==> src/rtl/arp_encode_if.sv <==
// Handshake bundle between an ARP reply requester/sink and the nibble encoder.
// master = requester and downstream sink side, slave = encoder side.
interface arp_encode_if;
  logic        start;
  logic [47:0] tha;
  logic [31:0] tpa;
  logic        ready;
  logic [3:0]  dout;
  logic        dout_valid;
  logic        busy;
  logic        done;

  modport master (
    output start, tha, tpa, ready,
    input  dout, dout_valid, busy, done
  );

  modport slave (
    input  start, tha, tpa, ready,
    output dout, dout_valid, busy, done
  );
endinterface

==> src/rtl/arp_encode.sv <==
// ARP reply payload serializer: emits the 28-byte reply as 56 nibbles, MS nibble first,
// with a valid/ready handshake toward the downstream framer.
module arp_encode #(
  parameter logic [47:0] LOCAL_MAC = 48'h02_00_00_00_00_01,
  parameter logic [31:0] LOCAL_IP  = 32'hC0A8_0164
) (
  input  logic         clk,
  input  logic         rst,
  arp_encode_if.slave  bus
);

  localparam logic [0:0] IDLE = 1'b0;
  localparam logic [0:0] SEND = 1'b1;
  localparam logic [5:0] LAST_IDX = 6'd55;

  logic [0:0]  state_reg, state_next;
  logic [5:0]  idx_reg, idx_next;
  logic [47:0] tha_reg, tha_next;
  logic [31:0] tpa_reg, tpa_next;
  logic [3:0]  dout_reg, dout_next;
  logic        dout_valid_reg, dout_valid_next;
  logic        busy_reg, busy_next;
  logic        done_reg, done_next;

  // Full payload: HTYPE, PTYPE, HLEN, PLEN, OPER=2, SHA, SPA, THA, TPA.
  logic [223:0] frame;
  assign frame = {16'h0001, 16'h0800, 8'h06, 8'h04, 16'h0002,
                  LOCAL_MAC, LOCAL_IP, tha_reg, tpa_reg};

  // Nibble lookup sized to the full 6-bit index range; slots past 55 are never selected.
  logic [3:0] nib [64];
  generate
    for (genvar gi = 0; gi < 64; gi++) begin : g_nib
      if (gi < 56) begin : g_used
        assign nib[gi] = frame[223 - 4*gi -: 4];
      end else begin : g_unused
        assign nib[gi] = 4'h0;
      end
    end
  endgenerate

  always_comb begin
    state_next      = state_reg;
    idx_next        = idx_reg;
    tha_next        = tha_reg;
    tpa_next        = tpa_reg;
    dout_next       = dout_reg;
    dout_valid_next = dout_valid_reg;
    busy_next       = busy_reg;
    done_next       = 1'b0;

    case (state_reg)
      IDLE: begin
        dout_next       = 4'h0;
        dout_valid_next = 1'b0;
        busy_next       = 1'b0;
        if (bus.start) begin
          tha_next        = bus.tha;
          tpa_next        = bus.tpa;
          idx_next        = 6'd0;
          state_next      = SEND;
          dout_valid_next = 1'b1;
          busy_next       = 1'b1;
          // Index 0 is part of the constant header, so the old latched fields don't matter.
          dout_next       = nib[6'd0];
        end
      end
      SEND: begin
        if (bus.ready) begin
          if (idx_reg == LAST_IDX) begin
            state_next      = IDLE;
            idx_next        = 6'd0;
            dout_next       = 4'h0;
            dout_valid_next = 1'b0;
            busy_next       = 1'b0;
            done_next       = 1'b1;
          end else begin
            idx_next  = idx_reg + 6'd1;
            dout_next = nib[idx_reg + 6'd1];
          end
        end
      end
      default: begin
        state_next      = IDLE;
        idx_next        = 6'd0;
        dout_next       = 4'h0;
        dout_valid_next = 1'b0;
        busy_next       = 1'b0;
      end
    endcase
  end

  always_ff @(posedge clk) begin
    if (rst) begin
      state_reg      <= IDLE;
      idx_reg        <= 6'd0;
      tha_reg        <= 48'h0;
      tpa_reg        <= 32'h0;
      dout_reg       <= 4'h0;
      dout_valid_reg <= 1'b0;
      busy_reg       <= 1'b0;
      done_reg       <= 1'b0;
    end else begin
      state_reg      <= state_next;
      idx_reg        <= idx_next;
      tha_reg        <= tha_next;
      tpa_reg        <= tpa_next;
      dout_reg       <= dout_next;
      dout_valid_reg <= dout_valid_next;
      busy_reg       <= busy_next;
      done_reg       <= done_next;
    end
  end

  assign bus.dout       = dout_reg;
  assign bus.dout_valid = dout_valid_reg;
  assign bus.busy       = busy_reg;
  assign bus.done       = done_reg;

endmodule

==> src/flat_wrapper.sv <==
// flat-port wrapper written by rule: the top's interface ports become plain ports
module arp_encode_flat 
#(
  parameter logic [47:0] LOCAL_MAC = 48'h02_00_00_00_00_01,
  parameter logic [31:0] LOCAL_IP  = 32'hC0A8_0164
)
  (clk, rst, bus_start, bus_tha, bus_tpa, bus_ready, bus_dout, bus_dout_valid, bus_busy, bus_done);
  arp_encode_if bus_i ();
  input  logic clk;
  input  logic rst;
  input wire logic [$bits(bus_i.start)-1:0] bus_start;
  input wire logic [$bits(bus_i.tha)-1:0] bus_tha;
  input wire logic [$bits(bus_i.tpa)-1:0] bus_tpa;
  input wire logic [$bits(bus_i.ready)-1:0] bus_ready;
  output wire logic [$bits(bus_i.dout)-1:0] bus_dout;
  output wire logic [$bits(bus_i.dout_valid)-1:0] bus_dout_valid;
  output wire logic [$bits(bus_i.busy)-1:0] bus_busy;
  output wire logic [$bits(bus_i.done)-1:0] bus_done;
  assign bus_i.start = bus_start;
  assign bus_i.tha = bus_tha;
  assign bus_i.tpa = bus_tpa;
  assign bus_i.ready = bus_ready;
  assign bus_dout = bus_i.dout;
  assign bus_dout_valid = bus_i.dout_valid;
  assign bus_busy = bus_i.busy;
  assign bus_done = bus_i.done;
  arp_encode #(.LOCAL_MAC(LOCAL_MAC), .LOCAL_IP(LOCAL_IP)) u_core (.clk(clk), .rst(rst), .bus(bus_i));
endmodule
==> config.mk <==
export PLATFORM = sky130hd
export DESIGN_NAME = arp_encode_flat
export DESIGN_NICKNAME = d
export VERILOG_FILES = /design/src/rtl/arp_encode_if.sv /design/src/rtl/arp_encode.sv /design/src/flat_wrapper.sv
export SDC_FILE = /design/constraint.sdc
export NUM_CORES = 1
export LEC_CHECK = 0
export CAP_MARGIN = 20
export CORE_ASPECT_RATIO = 0.8
export CORE_MARGIN = 4
export CORE_UTILIZATION = 50
export CTS_BUF_LIST = sky130_fd_sc_hd__clkbuf_8
export DETAILED_ROUTE_END_ITERATION = 16
export HOLD_SLACK_MARGIN = 0.08
export MAX_ROUTING_LAYER = met4
export PLACE_DENSITY = 0.79
export SYNTH_ARGS = -nofsm -noshare
export SYNTH_HDL_FRONTEND = slang
export SYNTH_SLANG_ARGS = --single-unit
==> constraint.sdc <==
create_clock -name clk -period 3.8 [get_ports clk]
set_input_delay 0.76 -clock clk [delete_from_list [all_inputs] [get_ports clk]]
set_output_delay 0.76 -clock clk [all_outputs]
set_load 0.02 [all_outputs]
# Word level (Yosys, flattened, before mapping)
# Cells that the tools add are included.
totals:
  regBits: 93
  output_inout_bits: 7
classes:
  add_sub_neg: 1
  order_cmp: 1
  eq_ne: 4
  n_mux: 18
  bitwise_logic: 3
  n_reduce_logical: 4
op_table:
  columns: ["cell", "n"]
  rows:
  - ["binary-select mux 4 bit (select 6 bit)", 1]
  - ["two-way mux 6 bit", 3]
  - ["two-way mux 4 bit", 4]
  - ["one-hot mux 6 bit (2 select lines)", 1]
  - ["one-hot mux 4 bit (2 select lines)", 1]
  - [">= comparator 7 bit (second input constant)", 1]
  - ["NOT 6 -> 7 bit", 1]
  - ["adder 6 x 1 -> 6 bit (second input constant)", 1]
  - ["== test 6 bit (second input constant)", 1]
  - ["two-way mux 1 bit", 6]
  - ["!= test 2 bit (second input constant)", 3]
  - ["AND reduction 2 bit", 3]
  - ["one-hot mux 1 bit (2 select lines)", 2]
  - ["OR reduction 3 bit", 1]
  - ["NOT 1 bit", 2]

# Depth between registers and ports, before layout
# Gate-level depths: netlist (run 1).
logic_depth:
  ltp_word: 8
  ltp_mapped: 11
  ltp_nobuf: 8

# Worst setup path before layout (run 1)
# No wires, ideal clock.
synth_timing:
  kind: "reg-to-reg"
  startpoint: "register u_core.idx_reg[0]"
  endpoint: "register u_core.dout_reg[0] (netlist: u_core.bus.dout[0])"
  setup_ns: 0.117
  arrival_time_ns: 2.450
  required_time_ns: 3.683
  setup_slack_ns: 1.233
  stages_incl_launch_ff: 11
  path_buffers: 3
  path_cell_list: "dfxtp_1 > buf_6 > buf_4 > inv_1 > ha_1 > buf_2 > mux4_2 > mux2i_1 > nor3_1 > a311o_1 > a22o_1"
synth_via:
  elab_chain_cells: 8
synth_rtl:
  columns: ["element", "line_no", "rtl"]
  rows:
  - ["from (decl)", "arp_encode.sv:17", "logic [5:0] idx_reg, idx_next;"]
  - ["from (signal assigned)", "arp_encode.sv:105", "idx_reg <= idx_next;"]
  - ["adder 6 x 1 -> 6 bit", "arp_encode.sv:79", "dout_next = nib[idx_reg + 6'd1];"]
  - ["NOT 6 -> 7 bit (implied by the code)", "arp_encode.sv:79", null]
  - ["binary-select mux 4 bit (select 6 bit)", "arp_encode.sv:79", null]
  - ["two-way mux 4 bit (implied by the code) (2 in series)", "arp_encode.sv:79", null]
  - ["two-way mux 4 bit *", "arp_encode.sv:70", "if (idx_reg == LAST_IDX) begin"]
  - ["two-way mux 4 bit *", "arp_encode.sv:69", "if (bus.ready) begin"]
  - ["one-hot mux 4 bit (2 select lines) *", "arp_encode.sv:52", "case (state_reg)"]
  - ["to (signal assigned)", "arp_encode.sv:108", "dout_reg <= dout_next;"]
  - ["to (decl)", "arp_encode.sv:20", "logic [3:0] dout_reg, dout_next;"]
# Mark *: on every way between the ends. The rest lies on a longest branch, timed or not. The select of a mux whose other input is x is not followed.
# A chain may end at the register's enable or synchronous reset.

# Worst setup path after layout (run 1)
layout_timing:
  startpoint: "register u_core.idx_reg[0]"
  endpoint: "register u_core.dout_reg[1] (netlist: u_core.bus.dout[1])"
# The elaborated chain is that of the path after synthesis.

==> results of run 1 <==
==> cells in the final DEF, fill, tap and decap left out, drive strengths merged, types with 6 or more instances in the layout <==
cell type,count
inv,6
clkbuf,9
xnor2,6
dfxtp,93
nand3,9
o21ai,6
nand2,189
buf,10
nor2,14
ha,6
a21oi,90
clkdlybuf4s50,89
mux4,19
==> kinds of logic after synthesis <==
kind of cell             Yosys count  share of synthesized area (%)
flip-flops                        93                          43.14
adder cells (fa/ha/maj)            6                          1.740
AO/OA/AOI/OAI                    115                          14.85
multiplexers                      25                          12.03
AND/OR/NAND/NOR                  227                          20.93
XOR/XNOR                           9                          2.610
buffers and inverters             44                          4.697
==> layer usage <==
| layer | vias to the layer above | track usage (%) | part of all wire, % |
|---|---|---|---|
| met3 | 14 | 4.863 | 6.7 |
| met2 | 135 | 32.39 | 46 |
| li1 | 1906 | - | - |
| met5 | - | - | 0 |
| met1 | 1775 | 29.40 | 46 |
| met4 | 0 | 5.268 | 1.4 |
==> worst reg2reg max path, stage by stage (launching register included) <==
cell and delay (ns):
dfxtp_1 0.33, buf_4 0.22, ha_1 0.33, xnor2_2 0.56, mux4_1 0.66, o32ai_1 0.26, nand2_1 0.08, o311ai_1 0.11
o21ai_1 0.11
==> power by group through the flow <==
| stage | combinational, mW | clock (mW) | sequential [mW] |
|---|---|---|---|
| final | 0.282 | 0.665 | 1.05 |
| after global routing | 0.310 | 0.709 | 1.06 |
| after CTS | 0.283 | 0.675 | 1.05 |
| after detailed placement | 0.282 | 0 | 1.08 |
| after global placement | 0.277 | 0 | 1.07 |
| after floorplan | 0.158 | 0 | 1.06 |
==> worst max path at each step <==
stage	start	endpoint	slack, ns	cells past startpoint
final	u_core.idx_reg[0]	u_core.bus.dout[1]	1.04	8
after global routing	u_core.idx_reg[0]	u_core.bus.dout[1]	0.92	8
after CTS	u_core.idx_reg[0]	u_core.bus.dout[1]	1.05	8
after detailed placement	u_core.idx_reg[0]	u_core.bus.dout[1]	1.13	8
after global placement	u_core.idx_reg[0]	u_core.bus.dout[1]	1.15	8
after floorplan	u_core.idx_reg[0]	u_core.bus.dout[0]	1.23	10
==> final cells by class <==
type	instances	area share, %
Clock inverter	6	1.313
Multi-Input combinational cell	382	41.62
Clock buffer	9	2.280
Tap cell	112	2.579
Inverter	3	0.2073
Sequential cell	93	34.27
Timing Repair Buffer	99	17.73
==> per-stage QoR <==
step | util, % | area, um2 | cells | setup slack (ns) | hold WS (ns)
floorplan | - | 4315 | 519 | 1.233 | 0.4315
global placement | 62.01 | 5238 | 689 | 1.150 | 0.4386
detailed placement | 62.01 | 5238 | 689 | 1.127 | 0.4452
CTS | 64.33 | 5433 | 704 | 1.055 | 0.4579
global route | 64.33 | 5433 | 704 | 0.9208 | 0.4772
finish | 64.33 | 5433 | 704 | 1.035 | 0.4578
==> run metrics, run 1 <==
synthesized net count=just over 600; CTS tree=done; WL final=10.87 mm; Worst VDD drop=0.2276 mV; GP Congestion=0.9393; clock share of power=33.2%; die area=0.01019 mm2; CTS Buf Count=9; multi-input logic area=0.002261 mm2; minimum clock period=around 2.8 ns; Comb power frac=14.1%; Gate Count Post-Synth=519; Synth top area share=a little over two fifths; crit-path max FO=16; R2R Path End=u_core.bus.dout[1]; largest net degree at the start of global routing=81; hold path cells=2; min-delay src=u_core.tpa_reg[4]; Clk pin slew, worst setup/hold paths=0.09 ns; Post-synth ARST share=0%; count of cell types in the netlist=44; status=finished clean; Synth Register Bits=93; Global Route Usage Sum=21.45%; final setup vio count=0; routed len/inst=around 15 um; Rel. slew slack=about half; kind of critical path=flip-flop to flip-flop; Tot Pwr=roughly 2.0 mW; Avg Synthesized Cell Area=roughly 8.3 um2; clk_lat worst skew=0.35 ns; leakage power=about 2 nW; HPWL after DPL=~7.9 mm; Clock Tree Buf Depth=2; clk sink count=93; Synth area leader=dfxtp_1; cell with the most instances after synthesis=nand2_1; fill count=approximately 720; sequential power share=52.7%; Final ANT Viol Nets=0; vias in the first global route=3592; die height=91.10 um; Synth Cell Area=approximately 0.0043 mm2; Layout Nets=678; period utilization=72.75%; layout cells sized above 1=around 7.4%; remaining global-route overflow=0; Setup TNS Final=0 ns; switch share=25.80%; Synth Flop Type=dfxtp_1; Area contributors post-synth=dfxtp_1, nand2_1, a21oi_1; CP max-delay cell=mux4_1; measured slew at the worst slew-check pin=0.7651 ns; hold_buf cts=0; Min-Delay Endpoint=u_core.tpa_reg[4]; core box area=around 0.0084 mm2; port bufs=90; final hold viol count=0; I/O Pins=slightly above 90; Critical Path AT=3.00 ns; number of synthesized flops with an enable pin=0; NetSw=between 500 and 600 uW; reg2reg start=u_core.idx_reg[0]; # diodes=0; vias per cell=5.440; postcts setup bufs=0; First DRT Iteration DRCs=231; CTS resizes=0; Pre-Repair DR Iteration Count=4; Worst setup SP type=flip-flop; Worst EP required=approximately 4.0 ns; Buf+Inv Stages, Crit Path=1; Layout area overhead=25.89%; RSZ-0062 raised after global routing=false; area occupied by registers=0.001862 mm2; Crit. End Element=flip-flop; power density cells=368.2 mW/mm2; CTS HTree Levels=3; delay-heaviest family, CP=multiplexers; Fmax=0.3617 GHz; initial core utilization=slightly above 50%; max reg flops=48; Worst R2R Path Depth=8; CTS Root Cell=clkbuf_8; internal cell power=~1.5 mW; DRC=0; initial antenna violation count=0; CP cell instances=buf_4 > ha_1 > xnor2_2 > mux4_1 > o32ai_1 > nand2_1 > o311ai_1 > o21ai_1; sequential area share after synthesis=43.14%; Hold/Removal Path Class=flip-flop to flip-flop; crit-path max cell delay=0.65 ns; DIE WIDTH=111.9 um; global-route wire length before repair=17.53 mm; row count=30; Syn. warnings=0; max_cap viols=0; most common library cells after synthesis=nand2_1, dfxtp_1, a21oi_1, clkbuf_1, nor2_1; total number of vias=3830; Slew Limit Fails=0; clock skew=0.007972 ns; r2r setup slk=1.04 ns
No activity file was read; power rests on OpenSTA's default activity.
==> run 2: changes to the inputs <==
==> constraint.sdc (replaced) <==
create_clock -name clk -period 2.7 [get_ports clk]
set_input_delay 0.54 -clock clk [delete_from_list [all_inputs] [get_ports clk]]
set_output_delay 0.54 -clock clk [all_outputs]
set_load 0.02 [all_outputs]
==> run 2 against run 1 <==
- sequential share of layout area is 0.61 points lower
- total power grew 45%
- register-to-register slack worse by 0.66 ns
- sequential cell count unchanged
- routed wire length grew 0.38%
- clock power up 53%
- design area increased by 1.8%
- setup slack got worse by 0.66 ns
- first-iteration DRC count fell by 2.6%
- clock skew grew 0.0040 ns
- utilization increased by 1.2 points
- highest routed layer unchanged
==> run metrics, run 2 (synthesis gave the netlist of run 1 again) <==
r2r setup slk=0.38 ns (was 1.04 ns); row count=30 (unchanged); max reg flops=48 (unchanged); power density cells=525.8 mW/mm2 (was 368.2 mW/mm2); most common cell after layout, fill and taps aside=nand2_1 (unchanged); Non-Filler Instances=709 (was 704); vias per cell=5.401 (was 5.440); Worst EP required=2.96 ns (was 4.04 ns); die area=0.01019 mm2 (unchanged); crit-path max FO=22 (was 16); Global Route Usage Sum=22.02% (was 21.45%); HPWL after DPL=7.924 mm (was 7.903 mm); largest net degree at the start of global routing=81 (unchanged); Crit. End Element=flip-flop (unchanged); Layout Nets=682 (was 678); Fmax=0.4307 GHz (was 0.3617 GHz); routed len/inst=15.39 um (was 15.44 um); DRC=0 (unchanged); clk sink count=93 (unchanged); initial core utilization=51.10% (unchanged); initial antenna violation count=0 (unchanged); hold_buf cts=0 (unchanged); Final ANT Viol Nets=0 (unchanged); CTS tree=done (unchanged); Slew Limit Fails=0 (unchanged); Setup TNS Final=0 ns (unchanged); Layout area overhead=28.18% (was 25.89%); GP Congestion=0.9540 (was 0.9393); # diodes=0 (unchanged); status=finished clean (unchanged); kind of critical path=flip-flop to flip-flop (unchanged); minimum clock period=2.322 ns (was 2.765 ns); final hold viol count=0 (unchanged); R2R Path End=u_core.bus.dout[0] (was u_core.bus.dout[1]); First DRT Iteration DRCs=225 (was 231); total number of vias=3829 (was 3830); Worst VDD drop=0.3247 mV (was 0.2276 mV); port bufs=90 (unchanged); hold path cells=2 (unchanged); measured slew at the worst slew-check pin=0.7391 ns (was 0.7651 ns); DIE WIDTH=111.9 um (unchanged); WL final=10.91 mm (was 10.87 mm); CTS Buf Count=9 (unchanged); dpl cell area=0.005305 mm2 (was 0.005238 mm2); Clock Tree Buf Depth=2 (unchanged); Min-Delay Endpoint=u_core.tpa_reg[31] (was u_core.tpa_reg[4]); remaining global-route overflow=0 (unchanged); fill count=696 (was 723); clock skew=0.01192 ns (was 0.007972 ns); vias in the first global route=3714 (was 3592); Inst Count DP=693 (was 689); CTS resizes=0 (unchanged); Clk pin slew, worst setup/hold paths=0.10 ns (was 0.09 ns); Pre-Repair DR Iteration Count=4 (unchanged); core box area=0.008446 mm2 (unchanged); die height=91.10 um (unchanged); cell area after layout=0.005532 mm2 (was 0.005433 mm2); Hold/Removal Path Class=flip-flop to flip-flop (unchanged); period utilization=86.00% (was 72.75%); area occupied by registers=0.001862 mm2 (unchanged); RSZ-0062 raised after global routing=false (unchanged); multi-input logic area=0.002261 mm2 (unchanged); min-delay src=u_core.tpa_reg[31] (was u_core.tpa_reg[4]); Critical Path AT=2.58 ns (was 3.00 ns); CTS Root Cell=clkbuf_8 (unchanged); clk_lat worst skew=0.37 ns (was 0.35 ns); leakage power=2.049 nW (was 2.001 nW); reg2reg start=u_core.idx_reg[1] (was u_core.idx_reg[0]); Rel. slew slack=50.37% (was 48.88%); global-route wire length before repair=17.88 mm (was 17.53 mm); max_cap viols=0 (unchanged); postcts setup bufs=0 (unchanged); CTS HTree Levels=3 (unchanged); final setup vio count=0 (unchanged); Worst R2R Path Depth=8 (unchanged); I/O Pins=91 (unchanged); layout cells sized above 1=8.208% (was 7.432%); most frequent cells in the layout=nand2_1, dfxtp_1, a21oi_1 (unchanged); Worst setup SP type=flip-flop (unchanged)
-- run 2: metal layers --
metal	global-route usage, %	vias up	routed length (um)
met1	29.22	1780	5009
met3	4.197	23	697
li1	-	1908	-
met2	33.93	118	4980
met5	-	-	0
met4	7.497	0	223
-- run 2: how the worst max path moves through the flow --
stage	slack (ns)	end	startpoint
after CTS	0.38	u_core.bus.dout[3]	u_core.idx_reg[0]
final	0.38	u_core.bus.dout[0]	u_core.idx_reg[1]
after global placement	0.46	u_core.bus.dout[3]	u_core.idx_reg[1]
after floorplan	0.13	u_core.bus.dout[0]	u_core.idx_reg[0]
after detailed placement	0.41	u_core.bus.dout[3]	u_core.idx_reg[0]
after global routing	0.20	u_core.bus.dout[3]	u_core.idx_reg[1]
-- run 2: critical path, stage by stage, from the launching register on --
cell	delay [ns]
dfxtp_1	0.45
inv_1	0.12
ha_1	0.34
buf_12	0.18
mux4_1	0.35
mux2i_1	0.18
nor3_1	0.06
a311o_1	0.34
a22o_1	0.19
-- run 2: stage by stage --
step / worst slack (ns) / hold WS [ns] / total power, mW / utilization, %
6_report: 0.3780 / 0.4563 / 2.909 / 65.50
5_1_grt: 0.1969 / 0.4750 / 3.029 / 65.50
4_1_cts: 0.3785 / 0.4588 / 2.932 / 65.50
3_5_place_dp: 0.4112 / 0.4444 / 1.919 / 62.81
3_3_place_gp: 0.4619 / 0.4403 / 1.909 / 62.81
2_1_floorplan: 0.1331 / 0.4315 / 1.720 / -
-- run 2: layout make-up --
cell class | instances | area share (%)
flip-flops and latches | 93 | 33.66
repair buffers | 103 | 18.64
clock inverters | 7 | 1.855
clock buffers | 9 | 2.239
well taps | 112 | 2.533
multi-input cells | 382 | 40.87
inverters | 3 | 0.2036
-- run 2: power by group --
part	total, mW	switching [mW]	internal, mW	leakage, nW
clock	1.02	0.560	0.461	0.113
combinational	0.405	0.185	0.220	1.17
sequential	1.48	0.0410	1.44	0.762
==> run 3: changes to the inputs <==
--- a/config.mk
+++ b/config.mk
@@ -6,7 +6,7 @@
 export NUM_CORES = 1
 export LEC_CHECK = 0
 export CAP_MARGIN = 20
-export CORE_ASPECT_RATIO = 0.8
+export CORE_ASPECT_RATIO = 0.75
 export CORE_MARGIN = 4
 export CORE_UTILIZATION = 50
 export CTS_BUF_LIST = sky130_fd_sc_hd__clkbuf_8
==> constraint.sdc (replaced) <==
create_clock -name clk -period 2.7 [get_ports clk]
set_input_delay 0.54 -clock clk [delete_from_list [all_inputs] [get_ports clk]]
set_output_delay 0.54 -clock clk [all_outputs]
set_load 0.1 [all_outputs]
==> run 3 against run 2 <==
- critical path depth unchanged
- sequential cell count unchanged
- clock power down 15%
- largest power group unchanged
- combinational power grew 2%
- critical path type unchanged
==> run metrics, run 3 (synthesis gave the netlist of run 1 again) <==
remaining global-route overflow=0 (unchanged); die area=0.01020 mm2 (was 0.01019 mm2); Worst EP required=2.95 ns (was 2.96 ns); dpl cell area=0.005265 mm2 (was 0.005305 mm2); global-route wire length before repair=17.88 mm (about the same); clk_lat worst skew=0.36 ns (was 0.37 ns); period utilization=91.29% (was 86.00%); met1 WL=5.306 mm (was 5.009 mm); DRC=0 (unchanged); routed len/inst=15.59 um (was 15.39 um); delay-heaviest family, CP=adder cells (was multiplexers); internal cell power=2.005 mW (was 2.123 mW); Crit. End Element=flip-flop (unchanged); port bufs=90 (unchanged); HPWL after DPL=8.051 mm (was 7.924 mm); final setup vio count=0 (unchanged); status=finished clean (unchanged); hold_buf cts=0 (unchanged); row count=29 (was 30); vias in the first global route=3528 (was 3714); Comb power frac=15.0% (was 13.9%); Inst Count DP=690 (was 693); GP Congestion=0.9484 (was 0.9540); Worst setup SP type=flip-flop (unchanged); CTS HTree Levels=3 (unchanged); Clk pin slew, worst setup/hold paths=0.09 ns (was 0.10 ns); max reg flops=48 (unchanged); Non-Filler Instances=705 (was 709); CTS Root Cell=clkbuf_8 (unchanged); DIE WIDTH=115.3 um (was 111.9 um); Worst VDD drop=0.2554 mV (was 0.3247 mV); Layout area overhead=26.18% (was 28.18%); Fmax=0.4057 GHz (was 0.4307 GHz); die height=88.46 um (was 91.10 um); most frequent cells in the layout=nand2_1, dfxtp_1, a21oi_1 (unchanged); initial core utilization=51.26% (was 51.10%); Final ANT Viol Nets=0 (unchanged); CTS resizes=0 (unchanged); kind of critical path=flip-flop to flip-flop (unchanged); vias per cell=5.370 (was 5.401); Clock Tree Buf Depth=2 (unchanged); CTS tree=done (unchanged); postcts setup bufs=0 (unchanged); Rel. slew slack=48.33% (was 50.37%); total number of vias=3786 (was 3829); Setup TNS Final=0 ns (unchanged); # diodes=0 (unchanged); power density cells=507.6 mW/mm2 (was 525.8 mW/mm2); met2 WL=4.828 mm (was 4.980 mm); Critical Path AT=2.72 ns (was 2.58 ns); crit-path max cell delay=0.56 ns (was 0.45 ns); Layout Nets=683 (was 682); WL final=10.99 mm (was 10.91 mm); crit-path max FO=16 (was 22); Hold/Removal Path Class=flip-flop to flip-flop (unchanged); area occupied by registers=0.001862 mm2 (unchanged); clk sink count=93 (unchanged); layout cells sized above 1=9.380% (was 8.208%); final hold viol count=0 (unchanged); largest net degree at the start of global routing=81 (unchanged); Pre-Repair DR Iteration Count=5 (was 4); clock skew=0.009899 ns (was 0.01192 ns); I/O Pins=91 (unchanged); max_cap viols=0 (unchanged); clock share of power=31.4% (was 35.1%); sequential power share=53.6% (was 51.0%); First DRT Iteration DRCs=230 (was 225); cell area after layout=0.005445 mm2 (was 0.005532 mm2); multi-input logic area=0.002261 mm2 (unchanged); leakage power=2.038 nW (was 2.049 nW); NetSw=759.0 uW (was 785.7 uW); most common cell after layout, fill and taps aside=nand2_1 (unchanged); Global Route Usage Sum=22.81% (was 22.02%); RSZ-0062 raised after global routing=false (unchanged); CTS Buf Count=9 (unchanged); Slew Limit Fails=0 (unchanged); Top Layer Used=met4 (unchanged); core box area=0.008418 mm2 (was 0.008446 mm2); CP cell instances=inv_1 > ha_1 > buf_12 > mux4_1 > mux2i_1 > nor3_1 > a311o_1 > a22o_1 (unchanged); switch share=27.46% (was 27.01%); minimum clock period=2.465 ns (was 2.322 ns); fill count=739 (was 696); initial antenna violation count=0 (unchanged); metal3 WL=804 um (was 697 um); measured slew at the worst slew-check pin=0.7750 ns (was 0.7391 ns); Buf+Inv Stages, Crit Path=2 (unchanged); CP max-delay cell=ha_1 (was dfxtp_1)
## run 3: cell count changes in the layout (fill, tap and decap cells not counted), sizes merged
cell,previous run,this run
buf,14,22
bufinv,1,0
clkdlybuf4s50,89,82
inv,6,7
clkinv,3,2
## run 3: final timing paths
kind / slack (ns) / from / endpoint / cells past startpoint
max: 0.24 / u_core.idx_reg[1] / u_core.bus.dout[0] / 8
min: 0.46 / u_core.tha_reg[12] / u_core.tha_reg[12] / 2
max reg2reg: 0.24 / u_core.idx_reg[1] / u_core.bus.dout[0] / 8
min reg2reg: 0.46 / u_core.tha_reg[12] / u_core.tha_reg[12] / 2
## run 3: worst min-delay path, cell delays in order (launching register included)
cell and delay [ns]:
dfxtp_1 0.32, nand2_1 0.05, a21oi_1 0.05
## run 3: cell type report
class / count / area share, %
clock buffer: 9 / 2.275
clock inverter: 6 / 1.034
inverter: 3 / 0.2068
multi-input combinational: 382 / 41.52
sequential: 93 / 34.19
tap: 108 / 2.482
timing repair buffer: 104 / 18.29
## run 3: routing by layer
metal,vias to the layer above,GRT usage [%]
met1,1733,32.28
met5,-,-
met3,5,4.170
met2,130,34.19
met4,0,5.224
li1,1918,-
## run 3: through the flow
stage	total power [mW]	hold WS, ns	setup WS (ns)	utilization [%]
3_5_place_dp	1.927	0.4437	0.2610	62.54
4_1_cts	2.783	0.4568	0.2441	64.68
5_1_grt	2.880	0.4761	0.07176	64.68
2_1_floorplan	1.735	0.4315	0.1323	-
3_3_place_gp	1.920	0.4390	0.3395	62.54
6_report	2.764	0.4579	0.2353	64.68
## run 3: power groups by stage
stage	clock network [mW]	logic (mW)	registers (mW)
after floorplan	0	0.230	1.51
after global placement	0	0.408	1.51
after detailed placement	0	0.413	1.51
after CTS	0.886	0.415	1.48
after global routing	0.937	0.454	1.49
final	0.869	0.413	1.48
